$ cat src/rtl/rot_pkg.sv
// -----------------------------------------------------------------------------
// rot_pkg
// Shared definitions for the rotation amount finder and its rotate-by-one step.
//   WIDTH_DEF / SHW_DEF : default data width and shift-amount width
//   state_t             : search FSM states
//   ROT_LEFT / ROT_RIGHT: encoding of the direction select
// -----------------------------------------------------------------------------
package rot_pkg;

  localparam int WIDTH_DEF = 32;
  localparam int SHW_DEF   = $clog2(WIDTH_DEF);

  typedef enum logic [1:0] {
    IDLE   = 2'd0,
    SEARCH = 2'd1,
    DONE   = 2'd2
  } state_t;

  localparam logic ROT_LEFT  = 1'b0;
  localparam logic ROT_RIGHT = 1'b1;

endpackage

$ cat src/rtl/rotate_step.sv
// -----------------------------------------------------------------------------
// rotate_step
// Combinational rotate of a WIDTH-bit word by exactly one position.
//   i_data : word to rotate
//   i_dir  : ROT_LEFT (0) or ROT_RIGHT (1)
//   o_data : rotated word
// -----------------------------------------------------------------------------
module rotate_step
  import rot_pkg::*;
#(
  parameter int WIDTH = WIDTH_DEF
) (
  input  logic [WIDTH-1:0] i_data,
  input  logic             i_dir,
  output logic [WIDTH-1:0] o_data
);

  assign o_data = (i_dir == ROT_RIGHT) ? {i_data[0], i_data[WIDTH-1:1]}
                                       : {i_data[WIDTH-2:0], i_data[WIDTH-1]};

endmodule

$ cat src/rtl/rotation_amount_finder.sv
// -----------------------------------------------------------------------------
// rotation_amount_finder
// Finds the smallest rotation amount that maps src_data onto tgt_data in the
// selected direction, testing one candidate amount per cycle.
//   clk, rst                  : clock, synchronous active-high reset
//   in_valid / in_ready       : request handshake (ready only while idle)
//   sel_left_or_right_rotate  : 0 = left-rotate amount, 1 = right-rotate amount
//   src_data / tgt_data       : original word / rotated word
//   out_valid / out_ready     : result handshake
//   found / shift_amt         : match flag and smallest amount (0 if no match)
//
// state  | meaning
// -------+---------------------------------------------------------------
// IDLE   | waiting for a request, in_ready high
// SEARCH | compare candidate with target, rotate candidate by one if no hit
// DONE   | result presented, held until out_ready
// -----------------------------------------------------------------------------
module rotation_amount_finder
  import rot_pkg::*;
#(
  parameter int WIDTH = WIDTH_DEF,
  parameter int SHW   = $clog2(WIDTH)
) (
  input  logic             clk,
  input  logic             rst,
  input  logic             in_valid,
  output logic             in_ready,
  input  logic             sel_left_or_right_rotate,
  input  logic [WIDTH-1:0] src_data,
  input  logic [WIDTH-1:0] tgt_data,
  output logic             out_valid,
  input  logic             out_ready,
  output logic             found,
  output logic [SHW-1:0]   shift_amt
);

  state_t           r_state;
  state_t           w_state_nxt;
  logic [WIDTH-1:0] r_cand;
  logic [WIDTH-1:0] r_tgt;
  logic             r_dir;
  logic [SHW-1:0]   r_k;
  logic             r_found;
  logic [SHW-1:0]   r_shift_amt;

  logic [WIDTH-1:0] w_cand_rot;
  logic             w_match;
  logic             w_last;
  logic             w_in_ready;
  logic             w_out_valid;

  rotate_step #(
    .WIDTH (WIDTH)
  ) u_rotate_step (
    .i_data (r_cand),
    .i_dir  (r_dir),
    .o_data (w_cand_rot)
  );

  assign w_match = (r_cand == r_tgt);
  // Amount WIDTH-1 is the last candidate, so k never wraps.
  assign w_last  = (r_k == SHW'(WIDTH - 1));

  always_ff @(posedge clk) begin
    if (rst) begin
      r_state <= IDLE;
    end else begin
      r_state <= w_state_nxt;
    end
  end

  always_comb begin
    w_state_nxt = r_state;
    w_in_ready  = 1'b0;
    w_out_valid = 1'b0;
    case (r_state)
      IDLE: begin
        w_in_ready = 1'b1;
        if (in_valid) begin
          w_state_nxt = SEARCH;
        end
      end
      SEARCH: begin
        if (w_match || w_last) begin
          w_state_nxt = DONE;
        end
      end
      DONE: begin
        w_out_valid = 1'b1;
        // Return to IDLE first; a new request waits for the next cycle.
        if (out_ready) begin
          w_state_nxt = IDLE;
        end
      end
      default: begin
        w_state_nxt = IDLE;
      end
    endcase
  end

  always_ff @(posedge clk) begin
    if (rst) begin
      r_cand      <= '0;
      r_tgt       <= '0;
      r_dir       <= ROT_LEFT;
      r_k         <= '0;
      r_found     <= 1'b0;
      r_shift_amt <= '0;
    end else begin
      case (r_state)
        IDLE: begin
          if (in_valid) begin
            r_cand <= src_data;
            r_tgt  <= tgt_data;
            r_dir  <= sel_left_or_right_rotate;
            r_k    <= '0;
          end
        end
        SEARCH: begin
          // Checking the match before advancing guarantees the smallest k wins.
          if (w_match) begin
            r_found     <= 1'b1;
            r_shift_amt <= r_k;
          end else if (w_last) begin
            r_found     <= 1'b0;
            r_shift_amt <= '0;
          end else begin
            r_cand <= w_cand_rot;
            r_k    <= r_k + SHW'(1);
          end
        end
        default: begin
        end
      endcase
    end
  end

  assign in_ready  = w_in_ready;
  assign out_valid = w_out_valid;
  assign found     = r_found;
  assign shift_amt = r_shift_amt;

endmodule

$ cat config.mk
export PLATFORM = sky130hd
export DESIGN_NAME = rotation_amount_finder
export DESIGN_NICKNAME = d
export VERILOG_FILES = /design/src/rtl/rot_pkg.sv /design/src/rtl/rotate_step.sv /design/src/rtl/rotation_amount_finder.sv
export SDC_FILE = /design/constraint.sdc
export NUM_CORES = 1
export LEC_CHECK = 0
export CELL_PAD_IN_SITES_DETAIL_PLACEMENT = 1
export CELL_PAD_IN_SITES_GLOBAL_PLACEMENT = 1
export CORE_MARGIN = 4
export CORE_UTILIZATION = 42
export DETAILED_ROUTE_END_ITERATION = 8
export PLACE_DENSITY = 0.85
export SLEW_MARGIN = 20
export SYNTH_ARGS = -nofsm -noshare
export SYNTH_HDL_FRONTEND = slang
export SYNTH_SLANG_ARGS = --single-unit
export TNS_END_PERCENT = 10
$ cat constraint.sdc
create_clock -name clk -period 3 [get_ports clk]
set_input_delay 0.6 -clock clk [delete_from_list [all_inputs] [get_ports clk]]
set_output_delay 0.6 -clock clk [all_outputs]
set_load 0.1 [all_outputs]
==> results.md <==
- Initial Utilization: 43.96%
- Crit Path Category: register to register
- Vias per cell: 5.635
- Worst Hold Path EP: found$_SDFFE_PP0P_
- Power, Total: ~0.0027 W
- Psw: 0.0008030 W
- Initial antenna violation count: 0
- Core area: between 0.009 and 0.01 sq mm
- Worst hold path type: register to register
- Full die area: about 0.012 sq mm
- Inserted Diodes: 0
- Register area: 0.001563 sq mm
- Clock Power Share: a little over a third
- # rows: 35
- # fillers: 1,105
- Routed len/inst: about 19 um
- CTS tree: done
- Sequential share of the synthesized area: 37.73%
- Pre-antenna DRT Iters: 4
- Largest net degree at the start of global routing: 72
- Worst slew pin tran: 0.9347 ns
- CP endpoint kind: register
- CP max-delay cell: o21a_2
- Reg2Reg Depth: 8
- Worst vdd ir: 251.3 uV
- Clock skew: 0.006639 ns
- Final Hold Fails: 0
- CTS HTree Levels: 3
- Fin crit period: 2.336 ns
- R2R Setup Slk: 0.66 ns
- EDFF count, synth: 0
- Starting DRC count in detailed routing: 191
- Hold Crit Depth: 2
- Die W: roughly 110 um
- Setup crit start kind: register
- Sequential power share: 43.7%
- Comb pwr share: between 20% and 30%
- Largest family of logic cells by synthesized area: compound AO/OA/AOI/OAI gates
- Req. time, crit path: 3.30 ns
- Clk slew on worst S/H paths: 0.08 ns
- Most frequent CP cell: ha_1
- Xor/xnor share of the synthesized area: slightly below 7%
- Arrival @ worst endpoint: 2.63 ns
- Post-synthesis register bit count: 78
- Syn nets: ~550
- IO Pins: 77
- PostCTS Resize Cnt: 0
- Vias: 3,736
- Post-synth cell types: 31
- Synth Flop Type: dfxtp_1
- Max_cap viols: 0
- Setup bufs post-CTS: 0
- Fmax: 0.4280 GHz
- Post-DP HPWL: 8342 um
- Residual DRC count: 0
- Ys Warns: 0
- Slew margin rel.: 37.69%
- Cells along the critical path: ha_1 -> and3_1 -> ha_1 -> nor2b_1 -> o21a_2 -> buf_12 -> o221ai_1 -> a21oi_1
- RSZ-0062 raised after global routing: no
- Endpoints failing setup: 0
- Asr flop ratio synth: 0%
- Power density cells: 532.2 mW/mm^2
- Outcome: finished clean
- # port buffers: 76
- Area Growth Syn to Fin: 24.70%
- Multiplexer area fraction after synthesis: 7.739%
- Avg Synthesized Cell Area: 8.659 sq um
- Pleak: 1.872 nW
- Internal power: about 0.0019 W
- Post-Synth Simple-Gate Area: 18.80%
- Mapped Cells: 478
- Compound-Gate Fraction of Synth Area: 22.04%
- Cts bufs inserted: 9
- Total Wirelength: 12,590 um
- Gr ovfl total: 0
- Multi-input gate area: 0.002328 sq mm
- Final GP Congestion: 0.8020
- DRT antenna net count: 0
- Synth area leaders: dfxtp_1, o221ai_2, nand2_1
- Root Driver: clkbuf_8
- Crit share post-route: between 70% and 80%
- Share of the synthesized area in the top cell type: 37.73%
- Total Neg Setup Slack: 0 ns
- Mapped Area: 0.004139 sq mm
- Post-synth top area cell: dfxtp_1
- Vias in the first global route: 3,958
- CP max stage delay: roughly 0.4 ns
- Clock sinks: 78
- Fin. max-slew vios: 0
- Worst min-delay path startpoint: found$_SDFFE_PP0P_
- Nets@finish: about 600
- Worst-path maximum fanout: 28
- Sw frac: 29.24%
- First-pass GRT wire length: 20,260 um
- Worst r2r dst: r_cand[29]$_SDFFE_PP0P_
- CTS max path bufs: 2
- Die height: 107.3 um
- Share of cells above drive strength 1: 13.30%
- Adder-Cell Fraction of Synth Area: 0.6046%
- Total GRT Usage: 22.48%
- RR Startpoint: r_k[0]$_SDFFE_PP0P_
- Post-CTS Hold Buffers: 0
- Worst-Skew Late Latency: 0.37 ns
logic make-up after synthesis:
group,after synthesis
buffers and inverters,49
AND/OR/NAND/NOR,170
multiplexers,32
XOR/XNOR,32
AO/OA/AOI/OAI,115
adder cells (fa/ha/maj),2
flip-flops,78
power groups by stage:
stage | Combinational, W | Sequential [W] | Clock [W]
after floorplan | 0.000395 | 0.00118 | 0
after CTS | 0.000577 | 0.00120 | 0.000983
after global routing | 0.000625 | 0.00121 | 0.00104
after detailed placement | 0.000569 | 0.00122 | 0
after global placement | 0.000546 | 0.00122 | 0
final | 0.000574 | 0.00120 | 0.000971
Yosys cell counts, types with 2 or more instances:
cell,n
nand2_1,102
dfxtp_1,78
a21oi_1,70
nand3_1,39
mux2i_1,32
xor2_1,32
o221ai_2,27
clkbuf_1,22
buf_2,11
nand2b_1,6
inv_1,5
o221ai_1,5
o32ai_1,5
buf_1,4
buf_6,4
nor2b_1,4
nor4_1,4
nor4_2,4
buf_8,3
nor2_1,3
o21a_1,3
a31oi_1,2
ha_1,2
nand3b_1,2
nand4_1,2
o211ai_2,2
per-stage QoR:
step | util [%] | hold WS [ns] | std cells | cell area, sq um | setup slack, ns
6_report | 54.82 | 0.4724 | 663 | 5161 | 0.6636
3_3_place_gp | 52.31 | 0.4481 | 648 | 4925 | 0.8445
3_5_place_dp | 52.31 | 0.4638 | 648 | 4925 | 0.7282
2_1_floorplan | - | 0.4478 | 478 | 4139 | 0.2630
4_1_cts | 54.82 | 0.4749 | 663 | 5161 | 0.6596
5_1_grt | 54.82 | 0.5067 | 663 | 5161 | 0.5248
critical path: cells and delay by family (launching register included):
family,cells,cell delay (ns)
compound gates,3,0.77
fa+ha+maj,2,0.46
simple gates,2,0.39
flops,1,0.35
buf+inv,1,0.28
layout make-up:
class	count	share of cell area, %
Multi-Input combinational cell	351	45.12
Sequential cell	78	30.28
Timing Repair Buffer	85	16.53
Tap cell	129	3.127
Clock buffer	11	2.739
Clock inverter	4	1.842
Inverter	5	0.3636
worst max-delay path by stage:
stage,startpoint,end,depth (start not counted)
after detailed placement,r_k[0]$_SDFFE_PP0P_,r_cand[29]$_SDFFE_PP0P_,8
final,r_k[0]$_SDFFE_PP0P_,r_cand[29]$_SDFFE_PP0P_,8
after global placement,r_k[0]$_SDFFE_PP0P_,r_cand[0]$_SDFFE_PP0P_,8
after global routing,r_k[0]$_SDFFE_PP0P_,r_cand[29]$_SDFFE_PP0P_,8
after floorplan,r_state[0]$_SDFFE_PP0P_,r_tgt[10]$_SDFFE_PP0P_,7
after CTS,r_k[0]$_SDFFE_PP0P_,r_cand[29]$_SDFFE_PP0P_,8
metal layers:
metal	share of wire, %	global-route usage [%]
met4	3.2	11.14
met3	4.3	3.599
met5	0	0
met1	43	27.76
met2	50	37.89
sequential cells by signal, indices dropped and copies added (netlist names):
name and flops:
r_cand 32, found 1, r_k 5, r_state 2, r_dir 1, r_tgt 32, shift_amt 5
layout by cell type (no fill, tap or decap), types with 5 or more instances in the layout:
master,instances
dfxtp_1,77
clkbuf_8,10
nand3_1,39
o221ai_1,5
inv_1,5
nand2_1,101
a21oi_1,70
nand2b_1,6
clkdlybuf4s50_1,67
buf_4,13
o32ai_1,5
o221ai_2,27
mux2i_1,32
xor2_1,32
Power figures use the tool's default switching activity.
